<file path="src/rtl/btn_pkg.sv">
// Shared button indices, id-width helper and event type for the button event arbiter.
package btn_pkg;

  typedef enum logic [2:0] {
    BTN_U = 3'd0,
    BTN_D = 3'd1,
    BTN_L = 3'd2,
    BTN_R = 3'd3,
    BTN_C = 3'd4
  } btn_id_e;

  localparam int unsigned NBTN_DEFAULT = 5;

  // clog2 with a floor of 1 so a single-button build still has an id bit.
  function automatic int unsigned btn_idw(input int unsigned n);
    return (n <= 2) ? 1 : $clog2(n);
  endfunction

  localparam int unsigned IDW_DEFAULT = btn_idw(NBTN_DEFAULT);

  typedef struct packed {
    logic                   valid;
    logic [IDW_DEFAULT-1:0] id;
  } btn_evt_t;

endpackage

</file>
<file path="src/rtl/btn_debounce.sv">
// One button: 2-flop synchroniser, stable-count debouncer, debounced level and rise pulse.
module btn_debounce #(
  parameter int unsigned DEBOUNCE_CYCLES = 16
) (
  input  logic clk_i,
  input  logic rst_ni,
  input  logic btn_i,
  output logic level_o,
  output logic rise_o
);

  localparam int unsigned CW = $clog2(DEBOUNCE_CYCLES);

  logic          sync1_q, sync2_q;
  logic          state_q, state_d;
  logic [CW-1:0] cnt_q, cnt_d;

  always_comb begin
    cnt_d   = '0;
    state_d = state_q;
    rise_o  = 1'b0;
    if (sync2_q != state_q) begin
      if (cnt_q == CW'(DEBOUNCE_CYCLES - 1)) begin
        state_d = ~state_q;
        rise_o  = ~state_q;
      end else begin
        cnt_d = cnt_q + 1'b1;
      end
    end
  end

  always_ff @(posedge clk_i or negedge rst_ni) begin
    if (!rst_ni) begin
      sync1_q <= 1'b0;
      sync2_q <= 1'b0;
      state_q <= 1'b0;
      cnt_q   <= '0;
    end else begin
      sync1_q <= btn_i;
      sync2_q <= sync1_q;
      state_q <= state_d;
      cnt_q   <= cnt_d;
    end
  end

  assign level_o = state_q;

endmodule

</file>
<file path="src/rtl/btn_event_arbiter.sv">
// Debounced button presses latched as pending flags and granted round-robin onto a valid/ready port.
// Optional auto-repeat while held: define BTN_AUTOREPEAT_EN.
module btn_event_arbiter
  import btn_pkg::*;
#(
  parameter  int unsigned Nbtn            = NBTN_DEFAULT,
  parameter  int unsigned DEBOUNCE_CYCLES = 16,
  parameter  int unsigned REPEAT_DELAY    = 64,
  parameter  int unsigned REPEAT_PERIOD   = 32,
  localparam int unsigned IDW             = btn_idw(Nbtn)
) (
  input  logic            clk,
  input  logic            rst_n,
  input  logic [Nbtn-1:0] btn,
  output logic [Nbtn-1:0] btn_state,
  output logic            evt_valid,
  input  logic            evt_ready,
  output logic [IDW-1:0]  evt_id,
  output logic            evt_overrun
);

  if (DEBOUNCE_CYCLES < 2 || REPEAT_DELAY < 2 || REPEAT_PERIOD == 0 ||
      REPEAT_PERIOD > REPEAT_DELAY) begin : g_cfg_err
    $error("btn_event_arbiter: illegal debounce/repeat parameters");
  end

  logic [Nbtn-1:0] rise;
  logic [Nbtn-1:0] repeat_hit;

  for (genvar i = 0; i < Nbtn; i++) begin : g_btn
    btn_debounce #(
      .DEBOUNCE_CYCLES(DEBOUNCE_CYCLES)
    ) u_db (
      .clk_i  (clk),
      .rst_ni (rst_n),
      .btn_i  (btn[i]),
      .level_o(btn_state[i]),
      .rise_o (rise[i])
    );
  end

`ifdef BTN_AUTOREPEAT_EN
  localparam int unsigned HCW = $clog2(REPEAT_DELAY);

  logic [HCW-1:0] hold_q [Nbtn];
  logic [HCW-1:0] hold_d [Nbtn];

  // After the first repeat the counter reloads so the next hit is REPEAT_PERIOD away.
  always_comb begin
    repeat_hit = '0;
    for (int unsigned i = 0; i < Nbtn; i++) begin
      hold_d[i] = '0;
      if (btn_state[i]) begin
        if (hold_q[i] == HCW'(REPEAT_DELAY - 1)) begin
          repeat_hit[i] = 1'b1;
          hold_d[i]     = HCW'(REPEAT_DELAY - REPEAT_PERIOD);
        end else begin
          hold_d[i] = hold_q[i] + 1'b1;
        end
      end
    end
  end

  always_ff @(posedge clk or negedge rst_n) begin
    if (!rst_n) begin
      for (int unsigned i = 0; i < Nbtn; i++) hold_q[i] <= '0;
    end else begin
      for (int unsigned i = 0; i < Nbtn; i++) hold_q[i] <= hold_d[i];
    end
  end
`else
  assign repeat_hit = '0;
`endif

  logic [Nbtn-1:0] pending_q, pending_d;
  logic [IDW-1:0]  rr_q, rr_d;
  logic            valid_q, valid_d;
  logic [IDW-1:0]  id_q, id_d;
  logic            ovr_q, ovr_d;

  logic            grant_found;
  logic [IDW-1:0]  grant_idx;
  logic [IDW:0]    scan_sum;
  logic [IDW-1:0]  scan_idx;
  logic            load;
  logic [Nbtn-1:0] press, grant_mask;

  always_comb begin
    grant_found = 1'b0;
    grant_idx   = '0;
    scan_sum    = '0;
    scan_idx    = '0;
    for (int unsigned k = 0; k < Nbtn; k++) begin
      scan_sum = {1'b0, rr_q} + (IDW + 1)'(k);
      if (scan_sum >= (IDW + 1)'(Nbtn)) scan_sum = scan_sum - (IDW + 1)'(Nbtn);
      scan_idx = scan_sum[IDW-1:0];
      if (!grant_found && pending_q[scan_idx]) begin
        grant_found = 1'b1;
        grant_idx   = scan_idx;
      end
    end
  end

  // A press on the button being granted this cycle re-arms it instead of overrunning.
  always_comb begin
    load       = !valid_q || evt_ready;
    press      = rise | repeat_hit;
    grant_mask = '0;
    valid_d    = valid_q;
    id_d       = id_q;
    rr_d       = rr_q;
    if (load) begin
      valid_d = grant_found;
      if (grant_found) begin
        grant_mask = Nbtn'(1) << grant_idx;
        id_d       = grant_idx;
        rr_d       = (grant_idx == IDW'(Nbtn - 1)) ? '0 : grant_idx + 1'b1;
      end
    end
    ovr_d     = |(press & pending_q & ~grant_mask);
    pending_d = (pending_q & ~grant_mask) | press;
  end

  always_ff @(posedge clk or negedge rst_n) begin
    if (!rst_n) begin
      pending_q <= '0;
      rr_q      <= '0;
      valid_q   <= 1'b0;
      id_q      <= '0;
      ovr_q     <= 1'b0;
    end else begin
      pending_q <= pending_d;
      rr_q      <= rr_d;
      valid_q   <= valid_d;
      id_q      <= id_d;
      ovr_q     <= ovr_d;
    end
  end

  assign evt_valid   = valid_q;
  assign evt_id      = id_q;
  assign evt_overrun = ovr_q;

endmodule
</file>
<file path="config.mk">
export PLATFORM = sky130hd
export DESIGN_NAME = btn_event_arbiter
export DESIGN_NICKNAME = d
export VERILOG_FILES = /design/src/rtl/btn_pkg.sv /design/src/rtl/btn_debounce.sv /design/src/rtl/btn_event_arbiter.sv
export SDC_FILE = /design/constraint.sdc
export NUM_CORES = 1
export LEC_CHECK = 0
export CAP_MARGIN = 10
export CORE_ASPECT_RATIO = 1.75
export CORE_MARGIN = 1.5
export CORE_UTILIZATION = 40
export DETAILED_ROUTE_END_ITERATION = 7
export GPL_TIMING_DRIVEN = 0
export HOLD_SLACK_MARGIN = 0.06
export MAX_ROUTING_LAYER = met4
export SLEW_MARGIN = 20
export SYNTH_ARGS = -nofsm -noshare
export SYNTH_HDL_FRONTEND = slang
export SYNTH_SLANG_ARGS = --single-unit
</file>
<file path="constraint.sdc">
create_clock -name clk -period 10.1 [get_ports clk]
set_input_delay 2.02 -clock clk [delete_from_list [all_inputs] [get_ports clk]]
set_output_delay 2.02 -clock clk [all_outputs]
set_load 0.005 [all_outputs]
</file>
# == Word level (Yosys, flattened, before mapping) ==
# Index checks and enable logic that the tools add are counted.
# classes
n_addsub,15
n_mul,0
n_div,0
magnitude_cmp,10
eq_ne,11
n_shift,1
mux,48
bitwise,10
reduce_logical,17
# ops
cell,n
4-bit two-way mux,10
3-bit two-way mux,11
"4-bit by 1-bit adder with 4-bit output, second input constant",5
"4-bit equality test, second input constant",5
"3-bit by 4-bit < comparator with 1-bit output, second input constant",5
1-bit two-way mux,20
"4-bit by 3-bit >= comparator with 1-bit output, second input constant",4
5-bit bitwise AND,3
1-bit binary-select mux with 3-bit select,5
"3-bit subtractor, second input constant",5
2-bit AND reduction,6
5-bit two-way mux,2
"3-bit by 2-bit adder with 4-bit output, second input constant",2
1-bit logical NOT,5
1-bit != test,5
1-bit inverter,5
5-bit inverter,1
5-bit OR,1
5-bit OR reduction,1
"1-bit by 3-bit left shift with 5-bit output, first input constant",1
"3-bit by 1-bit adder with 4-bit output, second input constant",1
"3-bit by 3-bit adder with 4-bit output, second input constant",1
1-bit logical AND,4
"3-bit by 1-bit adder with 3-bit output, second input constant",1
3 further kinds,3
# word_totals
regBits,48
latchBits,0
ram_bits,0
rom_bits,0
inputBits,8
out_inout_bits,10
wordCells,137
n_memories,0

# == Longest topological paths before layout ==
# Gate-level depths: netlist of run 1.
# logic_depth
ltp_word,23
depth_mapped,20
depth_no_buf,19

# == By module ==
# From an unflattened synthesis of run 1, not the netlist that was laid out.
# hier_totals
hier_cells,299
hier_area_um2,3104.2
# modules_own_cells
mod,instances,cells_per_inst,area_per_inst_um2,seq_area_each_um2
btn_event_arbiter,1,204,1715.4,325.3
btn_debounce,5,19,277.8,175.2

# == Worst setup path after synthesis of run 1 ==
# OpenSTA, ideal clock, no wires.
# synth_path
path_type,reg-to-reg
from,reg rr_q[0]
to,"reg ovr_q, in the netlist evt_overrun"
setup_ns,0.142
t_arrival_ns,4.086
t_required_ns,9.958
path_slack_ns,5.872
stages_incl_launch_ff,18
n_path_buf,1
synth_period_minus_slack_ns,4.228
path_cell_list,dfrtp_1 > buf_6 > clkinv_1 > ha_1 > inv_1 > fa_1 > o21a_1 > or2_2 > o221ai_1 > nand3_2 > or2_1 > or4_1 > nand2_2 > ha_1 > inv_1 > a2111o_1 > o22a_1 > nand4b_1
# synth_via
elab_chain_cells,23
word_cells_on_any_way,53
cone_classes,add/sub (9); order compare (5); shift (1); mux (27); bitwise (2); reduce/logical (9)
# synth_rtl
element,line_no,rtl
start: declaration,btn_event_arbiter.sv:76,"logic [IDW-1:0] rr_q, rr_d;"
start signal: assignment,btn_event_arbiter.sv:133,rr_q <= rr_d;
branches (longest 18 deep; another with 3-bit by 1-bit adder with 4-bit output),--,
5-bit two-way mux (*),btn_event_arbiter.sv:114,if (grant_found) begin
5-bit two-way mux (*),btn_event_arbiter.sv:112,if (load) begin
5-bit inverter (*),btn_event_arbiter.sv:120,ovr_d = |(press & pending_q & ~grant_mask);
5-bit bitwise AND (*),btn_event_arbiter.sv:120,
5-bit OR reduction (*),btn_event_arbiter.sv:120,
net ovr_d,btn_event_arbiter.sv:79,"logic ovr_q, ovr_d;"
end signal: assignment,btn_event_arbiter.sv:136,ovr_q <= ovr_d;
end: declaration,btn_event_arbiter.sv:79,
# Mark *: on every way through the listed nets, which the timed path passes. The select of a mux whose other input is x is not followed.
# A chain may end at the register's enable or synchronous reset.

# == Final worst setup path of run 1 ==
# Ends and elaborated chain as after synthesis.

==> flow_summary.toml, run 1 <==
[yosys]
synth_sequential_area_ratio_pct = 36.1
synth_warnings = 0
ys_top_cells_by_area = "dfrtp_1 (36%), ha_1 (6.8%), xnor2_1 (2.9%), a21oi_1 (2.7%), inv_1 (2.3%)"
synth_enable_flop_cells = 0
post-synth-top-count-cell = "dfrtp_1"
synth_area_per_cell_um2 = 9.75
netlist_area_um2 = 3330
synth_top_area_share_pct = 36.1
postSynthCellCount = 341
synth-seq-cells = 48
synth.distinct_cells = 81
ys_async_sr_fraction_pct = 100
yosysTopAreaCell = "dfrtp_1"
synthesis.nets = 368
synthTopCellsByCount = "dfrtp_1 (48), inv_1 (20), a21oi_1 (18), ha_1 (18), nand2_1 (18)"
postSynth.topFlopCell = "dfrtp_1"

[cells_and_area]
fillerInstances = 741
layout.nets = 393
diodes = 0
fin_cells = 457
syn_to_final_growth_pct = 13.5
drive_above_1_share_pct = 15.0

[clock_network]
post_cts.resized_instances = 0
cts_hold_buf = 0
cts-htree-levels = 2
cts.repair_timing.setup_buffer_count = 0
clock_sink_count = 48
clock_path_buffers = 2
cts-root-buf = "clkbuf_16"
insertion_delay_ns = 0.29
cts_tree = "done"
clk_pin_slew_worst_paths_ns = 0.06
cts_buffers = 5

[sta]
finalWorstPathRequiredPeriod_ns = 5.02
timing.slew.headroom_pct = 62.6
setup_tns_ns = 0
worst-slew-pin-transition_ns = 0.562
finalSetupViolations = 0
drv_slew = 0
number_of_failing_hold_endpoints_at_the_final_stage = 0
fmax_mhz = 199
clock-skew-final_ns = 0.00565
grt_setup_unrepaired = "no"
final_period_utilization_pct = 49.7

[global_route]
antenna_found_initial = 0
global_route.usage.total_pct = 19.0
grt.overflow.total = 0
grt_pass1_vias = 2705
maximum_number_of_pins_on_one_net_before_global_route_repair = 30
grt_first_pass_wirelength_mm = 12.6

[power_and_ir_drop]
powerDensity_nw_per_um2 = 295
ir_worst_vdd_uv = 181
total_leakage_power_nw = 1.65

[status]
result_of_the_run = "finished clean"

[worst_setup_path]
worstPathCellList = "buf_6 -> clkinv_1 -> ha_1 -> inv_1 -> fa_1 -> o21ai_0 -> o22ai_1 -> o221ai_1 -> nand3_2 -> or2_1 -> or4_1 -> nand2_2 -> ha_1 -> inv_1 -> a2111o_1 -> o22a_1 -> nand4b_1"
critPathTopFamily = "compound AO/OA/AOI/OAI gates"
crit_start = "rr_q[0]$_DFFE_PN0P_"
buffers_and_inverters_on_the_worst_path = 4
max_stage_delay_ns = 0.55
critical_path_cell_count = 17
regToRegSetupSlack_ns = 5.08
regToRegStartpoint = "rr_q[0]$_DFFE_PN0P_"
worst_setup_path_start_kind = "flop"
worst-endpoint-arrival_ns = 5.16
critical_path_required_ns = 10.24
reg2reg_depth = 17
critPathKind = "reg2reg"
worst_r2r_endpoint = "evt_overrun$_DFF_PN0_"
cp_max_fanout = 10
critical_path_endpoint_category = "flop"
worstSetupEndpoint = "evt_overrun$_DFF_PN0_"
cpMaxStageDelayCell = "or4_1"

[die]
floorplan.core_area_um2 = 8020
num_io_pins = 18
chip_height_um = 124
placementRows = 43
die_w_um = 71.9
fp.dieArea_um2 = 8890
start_util_pct = 41.5

[detailed_routing]
detail_route.wl_per_cell_um = 16.6
route.final.wire_length_mm = 7.58
drtIter0Drc = 125
detailedRoute.firstPassIterationCount = 4
route.vias.total = 2582
route.detailed.vias_per_inst = 5.65
drc = 0
ant_nets = 0

[placed_design]
gpl.final_weighted_congestion = 0.825
post-place-cells = 449
portBuffers = 17
hpwl_mm = 5.96

[worst_hold_path]
hp-class = "reg2reg"

[job]
drv.max_cap_violation_count = 0
## how the worst min path moves through the flow
| stage | start | end | slack, ns | cells past startpoint |
|---|---|---|---|---|
| 2_1_floorplan | g_btn[0].u_db.sync1_q$_DFF_PN0_ | g_btn[0].u_db.sync2_q$_DFF_PN0_ | 0.33 | 0 |
| 3_3_place_gp | g_btn[4].u_db.sync1_q$_DFF_PN0_ | g_btn[4].u_db.sync2_q$_DFF_PN0_ | 0.33 | 0 |
| 3_5_place_dp | g_btn[0].u_db.sync1_q$_DFF_PN0_ | g_btn[0].u_db.sync2_q$_DFF_PN0_ | 0.34 | 0 |
| 4_1_cts | g_btn[1].u_db.sync1_q$_DFF_PN0_ | g_btn[1].u_db.sync2_q$_DFF_PN0_ | 0.35 | 0 |
| 5_1_grt | g_btn[2].u_db.sync1_q$_DFF_PN0_ | g_btn[2].u_db.sync2_q$_DFF_PN0_ | 0.36 | 0 |
| 6_report | g_btn[1].u_db.sync1_q$_DFF_PN0_ | g_btn[1].u_db.sync2_q$_DFF_PN0_ | 0.35 | 0 |
## per-layer routing
metal	vias to the layer above	GRT usage, %	share of wire, %
li1	1287	-	-
met2	33	36.0	56
met1	1246	18.1	38
met4	0	10.3	4.0
met5	-	-	0
met3	16	2.75	1.9
## worst register-to-register path, cell delays in order, from the launching register on
cell	delay [ns]
dfrtp_1	0.46
buf_6	0.18
clkinv_1	0.29
ha_1	0.36
inv_1	0.08
fa_1	0.42
o21ai_0	0.47
o22ai_1	0.15
o221ai_1	0.24
nand3_2	0.15
or2_1	0.28
or4_1	0.55
nand2_2	0.15
ha_1	0.30
inv_1	0.10
a2111o_1	0.34
o22a_1	0.17
nand4b_1	0.19
## cell families (layout without fill, tap and decap cells)
kind of cell | count (synthesis) | in the layout | synth area share (%)
xor gates and xnor gates | 12 | 12 | 3.16
buffers and inverters | 39 | 65 | 6.55
muxes | 15 | 15 | 4.89
AOI/OAI and AO/OA | 94 | 94 | 21.5
DFF | 48 | 48 | 36.1
adders and majority gates | 19 | 19 | 7.37
and+or+nand+nor | 114 | 114 | 20.4
## cells in the final DEF (no fill, tap or decap), drive strengths merged, types with 16 or more instances in the layout
cell and instances:
a21oi 18, buf 17, clkdlybuf4s50 16, dfrtp 48, ha 18, inv 21
nand2 19, nor2 16, o21ai 18
## sequential cells by signal (all words and copies together), names as in the netlist
| signal | flops |
|---|---|
| rr_q | 3 |
| evt_overrun | 1 |
| g_btn.u_db.sync2_q | 5 |
| evt_valid | 1 |
| g_btn.u_db.level_o | 5 |
| g_btn.u_db.sync1_q | 5 |
| evt_id | 3 |
| g_btn.u_db.cnt_q | 20 |
| pending_q | 5 |
## cell type report
class,instances,area [µm²],share of cell area [%]
plain buffers,17,135,3.58
clock buffers,7,143,3.78
clock inverters,1,7.51,0.199
inverters,22,82.6,2.19
multi-input cells,254,1910,50.5
flip-flops and latches,48,1200,31.8
well taps,90,113,2.98
repair buffers,18,185,4.91
## report_power, final
group	internal, mW	switching, mW	total [mW]
logic	0.280	0.437	0.717
registers	0.211	0.0173	0.229
clock network	0.0985	0.0676	0.166
total	0.590	0.522	1.11
## through the flow
| stage | util [%] | total power [mW] | setup WS [ns] | hold WS, ns | cell area, µm² |
|---|---|---|---|---|---|
| floorplan | - | 0.761 | 5.87 | 0.331 | 3330 |
| global placement | 45.0 | 0.940 | 5.07 | 0.332 | 3610 |
| detailed placement | 45.2 | 0.947 | 5.03 | 0.336 | 3620 |
| CTS | 47.1 | 1.12 | 5.03 | 0.351 | 3770 |
| global route | 47.1 | 1.21 | 4.79 | 0.357 | 3770 |
| finish | 47.1 | 1.11 | 5.08 | 0.349 | 3770 |
No activity file was read; power rests on OpenSTA's default activity.
==> run 2: changes to the inputs <==
- clock period: 10.1 -> 4.3 ns (I/O delays scaled with it)
==> run 2 against run 1 <==
Net effect:
- sequential power increased by 130%
- cell area increased by 13%
- non-clock buffer count increased by 26
- combinational power increased to 3.4 times the previous value
- sequential share of layout area decreased by 3.6 points
- clock power increased by 140%
- first-iteration DRC count increased by 38%
- wire length increased by 8.9%
- via count increased by 6.9%
- critical path type unchanged
- critical endpoint unchanged
- highest routed layer unchanged
==> flow_summary.toml, run 2 (synthesis gave the netlist of run 1 again) <==
[status]
result_of_the_run = "finished clean"

[power_and_ir_drop]
p_int_mw = 1.86
clk_pwr_share_pct = 11.7
p_comb_share_pct = 72.5
share_seq_of_total_power_pct = 15.9
switching_share_pct = 44.7
total_leakage_power_nw = 1.82
netSwitchingPower_mw = 1.50
report.power.total_mw = 3.36
powerDensity_nw_per_um2 = 786
ir_worst_vdd_uv = 454

[placed_design]
gpl.final_weighted_congestion = 0.825
portBuffers = 17
post-place-cells = 449
hpwl_mm = 5.96
pre_cts_ws_ns = -0.766

[sta]
worst-slew-pin-transition_ns = 0.551
fmax_mhz = 239
clock-skew-final_ns = 0.00579
drv_slew = 0
final_period_utilization_pct = 97.3
setup_tns_ns = 0
finalWorstPathRequiredPeriod_ns = 4.18
finalSetupViolations = 0
finalHoldWorstSlack_ns = 0.349
postLayoutSetupSlackWorst_ns = 0.115
timing.slew.headroom_pct = 63.3
number_of_failing_hold_endpoints_at_the_final_stage = 0

[die]
fp.dieArea_um2 = 8890
placementRows = 43
die_w_um = 71.9
chip_height_um = 124
num_io_pins = 18
floorplan.core_area_um2 = 8020
start_util_pct = 41.5

[cells_and_area]
most_flop_heavy_register = "g_btn.u_db.cnt_q"
fin_cells = 483
largest_register_ff_count = 20
layout.nets = 419
drive_above_1_share_pct = 29.8
fillerInstances = 692
diodes = 0
mostFrequentLayoutCells = "dfrtp_1 (45), buf_4 (32), nand2_1 (18), inv_1 (17), a21oi_1 (17)"
layout_commonest_cell = "dfrtp_1"
syn_to_final_growth_pct = 28.4

[worst_setup_path]
worst-endpoint-arrival_ns = 4.33
critical_path_required_ns = 4.44
worst_setup_path_start_kind = "flop"
critical_path_endpoint_category = "flop"
reg2reg_depth = 20
critPathKind = "reg2reg"
cp_max_fanout = 6

[detailed_routing]
drtIter0Drc = 172
ant_nets = 0
route.final.wire_length_mm = 8.25
drc = 0
route.vias.total = 2760
detail_route.wl_per_cell_um = 17.1
detailedRoute.firstPassIterationCount = 4
route.detailed.vias_per_inst = 5.71

[clock_network]
cts-htree-levels = 2
cts_buffers = 5
clock_path_buffers = 2
cts_tree = "done"
cts_hold_buf = 0
cts-root-buf = "clkbuf_16"
clk_pin_slew_worst_paths_ns = 0.06
clock_sink_count = 48
insertion_delay_ns = 0.29

[global_route]
maximum_number_of_pins_on_one_net_before_global_route_repair = 30
antenna_found_initial = 0
grt_pass1_vias = 2826
grt.overflow.total = 0
global_route.usage.total_pct = 19.6
grt_first_pass_wirelength_mm = 13.0

[worst_hold_path]
hp-class = "reg2reg"
whs_path_depth = 0

[job]
drv.max_cap_violation_count = 0
run 2: cell type report:
cell class              count  area [µm²]  area share (%)
plain buffers              17         155            3.63
clock buffers               7         143            3.34
clock inverters             1        7.51           0.176
inverters                  22        96.3            2.26
multi-input cells         254        2170            50.8
flip-flops and latches     48        1200            28.2
well taps                  90         113            2.64
repair buffers             44         384            8.99
run 2: power groups by stage:
stage	sequential [mW]	combinational, mW	clock, mW
3_3_place_gp	0.543	1.66	0
6_report	0.533	2.43	0.391
5_1_grt	0.538	2.64	0.425
2_1_floorplan	0.538	1.25	0
4_1_cts	0.534	1.96	0.405
3_5_place_dp	0.546	1.68	0
run 2: per-layer routing:
metal  GRT usage [%]  part of all wire [%]  vias to the layer above  wire, µm
met3            2.91                   2.5                       25       204
met4            11.4                   4.4                        0       367
met2            37.0                    57                       53      4690
met1            18.2                    36                     1342      2990
li1                -                     -                     1340         -
met5               -                     0                        -         0
run 2: stage by stage:
step	util, %	instance area [µm²]
2_1_floorplan	-	3330
6_report	53.3	4270
3_3_place_gp	45.0	3610
5_1_grt	53.3	4270
4_1_cts	49.1	3940
3_5_place_dp	45.2	3620
run 2: path summary, 6_finish.rpt:
path / slack [ns] / from / to
max: 0.12 / rr_q[1]$_DFFE_PN0P_ / evt_overrun$_DFF_PN0_
min: 0.35 / g_btn[1].u_db.sync1_q$_DFF_PN0_ / g_btn[1].u_db.sync2_q$_DFF_PN0_
max reg2reg: 0.12 / rr_q[1]$_DFFE_PN0P_ / evt_overrun$_DFF_PN0_
min reg2reg: 0.35 / g_btn[1].u_db.sync1_q$_DFF_PN0_ / g_btn[1].u_db.sync2_q$_DFF_PN0_
max in group asynchronous: 3.26 / rst_n / rr_q[2]$_DFFE_PN0P_
min in group asynchronous: 0.52 / rst_n / evt_valid$_DFFE_PN0P_
run 2: timing repair:
action,in CTS,in global routing
pin swaps,8,21
endpoints found under the setup margin,9,2
buffers inserted,7,19
cloned,0,0
resized for setup,29,36
run 2: worst max-delay path, cell delays in order (launching register included):
cell and delay, ns:
dfrtp_2 0.39, buf_8 0.11, clkinvlp_4 0.16, ha_4 0.22, ha_4 0.30, inv_4 0.05
o31ai_4 0.29, nor2_4 0.08, or4b_4 0.54, o21ai_4 0.12, buf_6 0.13, nor2b_1 0.05
o31ai_4 0.29, nand2_4 0.11, inv_2 0.07, ha_2 0.19, ha_4 0.13, inv_1 0.06
a2111o_1 0.35, o22a_1 0.17, nand4b_1 0.19
